<file path="config.mk">
export PLATFORM = sky130hd
export DESIGN_NAME = calc_operand_sequencer
export DESIGN_NICKNAME = d
export VERILOG_FILES = /design/src/rtl/calc_operand_sequencer.sv
export SDC_FILE = /design/constraint.sdc
export NUM_CORES = 1
export LEC_CHECK = 0
export ABC_AREA = 1
export BUFFER_PORTS_ARGS = -buffer_cell sky130_fd_sc_hd__buf_2
export CAP_MARGIN = 20
export CELL_PAD_IN_SITES_DETAIL_PLACEMENT = 1
export CELL_PAD_IN_SITES_GLOBAL_PLACEMENT = 1
export CORE_MARGIN = 3
export CORE_UTILIZATION = 32
export DETAILED_ROUTE_END_ITERATION = 6
export GPL_ROUTABILITY_DRIVEN = 0
export PLACE_DENSITY_LB_ADDON = 0.1
export SLEW_MARGIN = 0
export SYNTH_ARGS = -nofsm -noshare
export SYNTH_HDL_FRONTEND = slang
export SYNTH_SLANG_ARGS = --single-unit
</file>
<file path="constraint.sdc">
create_clock -name clk -period 1.55 [get_ports clk]
set_input_delay 0.155 -clock clk [delete_from_list [all_inputs] [get_ports clk]]
set_output_delay 0.155 -clock clk [all_outputs]
set_load 0.05 [all_outputs]
</file>
<file path="src/rtl/calc_operand_sequencer.sv">
// calc_operand_sequencer
// Collects an A, B, OP token stream and drives the three operands into an
// external combinational calculator. It waits SETTLE_CYCLES clock cycles,
// then registers the calculator outputs as a response held under valid/ready.
module calc_operand_sequencer #(
    parameter int SETTLE_CYCLES = 1
) (
    input  logic        clk,
    input  logic        rst_n,
    input  logic        abort,
    input  logic        in_valid,
    output logic        in_ready,
    input  logic [7:0]  in_data,
    output logic [7:0]  calc_a,
    output logic [7:0]  calc_b,
    output logic [1:0]  calc_op,
    input  logic [15:0] calc_result,
    input  logic [7:0]  calc_remainder,
    input  logic        calc_error,
    output logic        rsp_valid,
    input  logic        rsp_ready,
    output logic [15:0] rsp_result,
    output logic [7:0]  rsp_remainder,
    output logic        rsp_error,
    output logic [7:0]  tx_count
);

    localparam logic [2:0] S_A      = 3'd0;
    localparam logic [2:0] S_B      = 3'd1;
    localparam logic [2:0] S_OP     = 3'd2;
    localparam logic [2:0] S_SETTLE = 3'd3;
    localparam logic [2:0] S_RESP   = 3'd4;

    // The counter runs down to zero; zero marks the last settle cycle.
    localparam logic [3:0] SETTLE_LOAD = 4'(SETTLE_CYCLES - 1);

    logic [2:0]  r_state;
    logic [2:0]  w_next;
    logic [3:0]  r_cnt;
    logic [7:0]  r_a;
    logic [7:0]  r_b;
    logic [1:0]  r_op;
    logic [15:0] r_rsp_result;
    logic [7:0]  r_rsp_remainder;
    logic        r_rsp_error;
    logic [7:0]  r_tx_count;

    logic w_tok_acc;
    logic w_rsp_acc;
    logic w_op_legal;
    logic w_settle_done;

    assign in_ready      = (r_state == S_A) || (r_state == S_B) || (r_state == S_OP);
    assign rsp_valid     = (r_state == S_RESP);
    assign w_tok_acc     = in_valid && in_ready;
    assign w_rsp_acc     = rsp_valid && rsp_ready;
    assign w_op_legal    = (in_data[7:2] == 6'd0);
    assign w_settle_done = (r_cnt == 4'd0);

    assign calc_a        = r_a;
    assign calc_b        = r_b;
    assign calc_op       = r_op;
    assign rsp_result    = r_rsp_result;
    assign rsp_remainder = r_rsp_remainder;
    assign rsp_error     = r_rsp_error;
    assign tx_count      = r_tx_count;

    // Next-state decode; abort overrides everything, unknown encodings recover to S_A.
    always_comb begin
        w_next = r_state;
        case (r_state)
            S_A:      if (w_tok_acc) w_next = S_B;
            S_B:      if (w_tok_acc) w_next = S_OP;
            S_OP:     if (w_tok_acc) w_next = w_op_legal ? S_SETTLE : S_RESP;
            S_SETTLE: if (w_settle_done) w_next = S_RESP;
            S_RESP:   if (w_rsp_acc) w_next = S_A;
            default:  w_next = S_A;
        endcase
        if (abort) begin
            w_next = S_A;
        end
    end

    // State register.
    always_ff @(posedge clk or negedge rst_n) begin
        if (!rst_n) begin
            r_state <= S_A;
        end else begin
            r_state <= w_next;
        end
    end

    // Operand registers load only on an accepted token that abort does not void.
    always_ff @(posedge clk or negedge rst_n) begin
        if (!rst_n) begin
            r_a  <= 8'd0;
            r_b  <= 8'd0;
            r_op <= 2'd0;
        end else if (w_tok_acc && !abort) begin
            case (r_state)
                S_A:     r_a <= in_data;
                S_B:     r_b <= in_data;
                S_OP:    if (w_op_legal) r_op <= in_data[1:0];
                default: ;
            endcase
        end
    end

    // Settle counter: loaded on a legal OP token, counts down while settling.
    always_ff @(posedge clk or negedge rst_n) begin
        if (!rst_n) begin
            r_cnt <= 4'd0;
        end else if (!abort) begin
            if ((r_state == S_OP) && w_tok_acc && w_op_legal) begin
                r_cnt <= SETTLE_LOAD;
            end else if ((r_state == S_SETTLE) && !w_settle_done) begin
                r_cnt <= r_cnt - 4'd1;
            end
        end
    end

    // Response capture: illegal opcode or calculator error yields a zeroed error response.
    always_ff @(posedge clk or negedge rst_n) begin
        if (!rst_n) begin
            r_rsp_result    <= 16'd0;
            r_rsp_remainder <= 8'd0;
            r_rsp_error     <= 1'b0;
        end else if (!abort) begin
            if ((r_state == S_OP) && w_tok_acc && !w_op_legal) begin
                r_rsp_result    <= 16'd0;
                r_rsp_remainder <= 8'd0;
                r_rsp_error     <= 1'b1;
            end else if ((r_state == S_SETTLE) && w_settle_done) begin
                if (calc_error) begin
                    r_rsp_result    <= 16'd0;
                    r_rsp_remainder <= 8'd0;
                    r_rsp_error     <= 1'b1;
                end else begin
                    r_rsp_result    <= calc_result;
                    r_rsp_remainder <= calc_remainder;
                    r_rsp_error     <= 1'b0;
                end
            end
        end
    end

    // Delivered-response counter, wrapping at 8 bits.
    always_ff @(posedge clk or negedge rst_n) begin
        if (!rst_n) begin
            r_tx_count <= 8'd0;
        end else if (w_rsp_acc && !abort) begin
            r_tx_count <= r_tx_count + 8'd1;
        end
    end

endmodule

</file>
==> key figures <==
Clocking
  • Number of post-CTS setup repair buffers: 0
  • CTS buffer count: 9
  • Root buffer cell: sky130_fd_sc_hd__clkbuf_8
  • Clock latency at the later pin of the worst-skew pair: 0.34 ns
  • # H-tree levels: 3
  • Reg clk slew, reported paths: ~0.06 ns
  • Clock tree from TritonCTS: yes
  • Clock sink total: 58
  • Buffer depth of the longest clock path: 2

Timing
  • Number of max-slew violations in the final report: 0
  • Setup violation total in the final timing report: 0
  • Achievable Freq: 673.6 MHz
  • Worst slew margin relative to its limit: 68.41%
  • Minimum setup slack in the final design: 0.06544 ns
  • Minimum clock period: 1.485 ns
  • Worst Tran Pin Value: between 0.4 and 0.5 ns
  • Setup clock skew after layout: 0.01023 ns
  • Count of final hold-check violations: 0
  • Worst-case hold slack: 0.04351 ns
  • Final critical-path share of the clock period: 95.78%

Synthesis
  • Leading area contributor after synthesis: sky130_fd_sc_hd__dfrtp_1
  • Synthesis-stage register bit count: 58
  • Post-synth design cell area: 0.002880 sq mm
  • Post-Syn Instances: 380
  • Mean instance size in the synthesized netlist: 7.580 sq um
  • Seq/Total Area, Yosys: 50.39%
  • Synth top area cells: sky130_fd_sc_hd__dfrtp_1 50%, sky130_fd_sc_hd__nand2_1 17%, sky130_fd_sc_hd__inv_1 6.9%, sky130_fd_sc_hd__nand4_1 5.9%, sky130_fd_sc_hd__nor2_1 5.3%
  • Area share of the largest cell type after synthesis: ~50%
  • Warning count from the yosys run: 0
  • Yosys cell types: 26
  • Net Count, Synth: 420

Placement
  • Worst slack after detailed placement: -0.02911 ns
  • DPL Wire Length: 5.813 mm
  • Buffers on Ports: 90

Detailed routing
  • DRC marker count from the first detailed-route iteration: 47
  • Routed length per placed instance: around 14 microns
  • Final ANT Viol Nets: 0
  • First drt pass iteration count: 4
  • Drt via density: 4.657
  • DRC violation count after routing: 0
  • Via count: 2,752
  • Routed WL: 8.482 mm

Floorplanning
  • Die Area: approximately 0.01 sq mm
  • Row count: 33
  • Boundary pin count: 91
  • Die boundary width: 100.9 microns
  • Initial standard-cell utilization of the core: 34.03%
  • Die H: 100.9 microns
  • Core region area: 0.008464 sq mm

Setup path
  • Data arrival time of the worst path: 1.33 ns
  • Worst setup startpoint: r_state[2]
  • Category of the worst setup path launch point: flip-flop
  • Highest cell delay on the worst timing path: 0.40 ns
  • Cell-by-cell trace of the critical path: buf_4, a21oi_2, clkbuf_4
  • Crit path max-delay family: buffers and inverters
  • Worst r2r dst: rsp_remainder[0]
  • Origin of the critical flop-to-flop path: r_cnt[0]
  • Master of the slowest instance on the critical path: sky130_fd_sc_hd__dfrtp_1
  • Count of buffering cells on the critical path with inverters included: 2
  • Required time reported for the critical path endpoint: around 1.4 ns
  • Critical Path Fanout Max: 5
  • Element type at the critical path end: primary output
  • Worst reg-to-reg setup slack: 0.08 ns
  • Worst setup path category: reg2out
  • Depth of the most critical reg-to-reg path: 9

Hold path
  • HP Start: in_data[0]
  • Worst min-delay path class: in2reg
  • Capture endpoint of the worst hold path: calc_op[0]
  • Hold depth: 3

Finish
  • Ant. Diodes: 0
  • Area growth, synth to finish: 33.62%
  • Layout net count: about 520
  • Area used by multi-input combinational logic: 0.001244 sq mm
  • Sequential cell area: 0.001454 sq mm
  • Ratio of cells with drive above 1 in the final layout: 28.81%
  • Number of filler instances in the final layout: 1,061

Global routing
  • Total gr overflow: 0
  • Number of global-route vias before repair: 2,823
  • Number of antenna violations at the first check in global routing: 0
  • First-pass GRT wire length: 13.78 mm
  • Maximum number of pins on one net before global-route repair: 59
  • Total Routing Usage GR: 17.18%

Power
  • Tot Pwr: about 5.1 mW
  • IR drop worst, VDD: 0.7354 mV
  • Pwr/cell area: 1331 mW/mm^2
  • Standby leakage power: around 2.2 nW

Run status
  • Result of the run: finished clean

Run
  • Max capacitance violation total: 0
[report_power, final]
part | total, mW | internal (mW) | switching, mW
registers | 1.90 | 1.74 | 0.157
clock network | 1.67 | 1.03 | 0.632
logic | 1.56 | 0.407 | 1.15
[layout by cell type (no fill, tap or decap), types with 2 or more instances in the layout]
cell	instances
sky130_fd_sc_hd__bufinv_16	2
sky130_fd_sc_hd__nand2_8	3
sky130_fd_sc_hd__nor2_1	40
sky130_fd_sc_hd__dfrtp_1	56
sky130_fd_sc_hd__clkbuf_8	12
sky130_fd_sc_hd__nand3b_1	2
sky130_fd_sc_hd__nor2_4	2
sky130_fd_sc_hd__nand2_1	128
sky130_fd_sc_hd__nand2_2	3
sky130_fd_sc_hd__inv_1	51
sky130_fd_sc_hd__o21ai_0	10
sky130_fd_sc_hd__clkinvlp_4	2
sky130_fd_sc_hd__nand4_1	27
sky130_fd_sc_hd__xnor2_1	3
sky130_fd_sc_hd__inv_2	4
sky130_fd_sc_hd__o21ai_1	8
sky130_fd_sc_hd__buf_2	88
sky130_fd_sc_hd__nand3_1	15
sky130_fd_sc_hd__buf_4	10
sky130_fd_sc_hd__nor3_1	3
sky130_fd_sc_hd__dfrtp_2	2
[timing repair]
| item | CTS | global route |
|---|---|---|
| pin swaps | 0 | 1 |
| endpoints found under the hold margin | 58 | 0 |
| hold buffers | 1 | 0 |
| setup endpoints to repair | 4 | 41 |
| gates cloned | 0 | 2 |
| gates resized for setup | 5 | 15 |
[metal layers]
metal / vias up / GRT usage [%] / share of wire [%] / routed length [microns]
li1: 1393 / - / - / -
met1: 1292 / 22.87 / 47 / 4013
met2: 57 / 27.19 / 47 / 3987
met3: 10 / 3.668 / 4.2 / 358
met4: 0 / 6.839 / 1.4 / 122
met5: - / 0 / 0 / 0
[synthesized netlist by cell type]
master and n:
sky130_fd_sc_hd__nand4_1 27, sky130_fd_sc_hd__a21oi_1 1, sky130_fd_sc_hd__nor2_2 1, sky130_fd_sc_hd__nand2_1 130
sky130_fd_sc_hd__nor3_1 3, sky130_fd_sc_hd__ha_1 2, sky130_fd_sc_hd__nand2_4 1, sky130_fd_sc_hd__nand3_1 16
sky130_fd_sc_hd__xnor2_1 3, sky130_fd_sc_hd__inv_2 3, sky130_fd_sc_hd__buf_6 2, sky130_fd_sc_hd__nor3b_1 1
sky130_fd_sc_hd__nor3_2 1, sky130_fd_sc_hd__nor2_1 41, sky130_fd_sc_hd__o31ai_1 1, sky130_fd_sc_hd__o21ai_1 8
sky130_fd_sc_hd__buf_1 1, sky130_fd_sc_hd__dfrtp_1 58, sky130_fd_sc_hd__o21ai_0 10, sky130_fd_sc_hd__nand2_2 2
sky130_fd_sc_hd__nor2_4 1, sky130_fd_sc_hd__inv_1 53, sky130_fd_sc_hd__nand3_2 1, sky130_fd_sc_hd__nand3b_1 2
sky130_fd_sc_hd__clkbuf_1 5, sky130_fd_sc_hd__buf_2 6
[through the flow]
step	utilization, %	TNS [ns]	cell area, sq um	instances
6_report	45.47	0	3849	591
5_1_grt	45.47	-0.08599	3849	591
4_1_cts	44.36	0	3755	589
2_1_floorplan	-	0	2888	380
3_3_place_gp	41.23	0	3490	572
3_5_place_dp	41.23	-0.02911	3490	572
[logic make-up after synthesis]
family | Yosys count | share of synthesized area, %
simple gates | 227 | 34.36
xor+xnor | 3 | 0.9124
fa+ha+maj | 2 | 0.8687
buf+inv | 70 | 9.904
compound gates | 20 | 3.562
flops | 58 | 50.39
[how the worst max path moves through the flow]
stage | slack, ns | endpoint | cells after the start
finish | 0.07 | in_ready | 3
global placement | 0.03 | rsp_result[13] | 9
floorplan | 0.06 | calc_op[0] | 5
CTS | 0.02 | calc_a[5] | 6
detailed placement | -0.03 | calc_a[5] | 6
global route | -0.02 | rsp_remainder[0] | 9
[flip-flops by register name, indices dropped and copies added, names as in the netlist]
register and count:
rsp_result 16, calc_a 8, calc_b 8, rsp_remainder 8
tx_count 8, r_cnt 4, r_state 3, calc_op 2
rsp_error 1
[worst min-delay path: stages]
cell and delay (ns):
sky130_fd_sc_hd__buf_2 0.10, sky130_fd_sc_hd__nand2_1 0.05, sky130_fd_sc_hd__nand2_1 0.04
[area by class of cell]
| cell class | count | share of cell area (%) |
|---|---|---|
| clock inverter | 4 | 1.886 |
| clock buffer | 12 | 4.291 |
| tap | 105 | 3.414 |
| multi-input combinational | 254 | 32.31 |
| timing repair buffer | 102 | 14.76 |
| sequential | 58 | 37.78 |
| inverter | 56 | 5.559 |
Power figures use the tool's default switching activity.
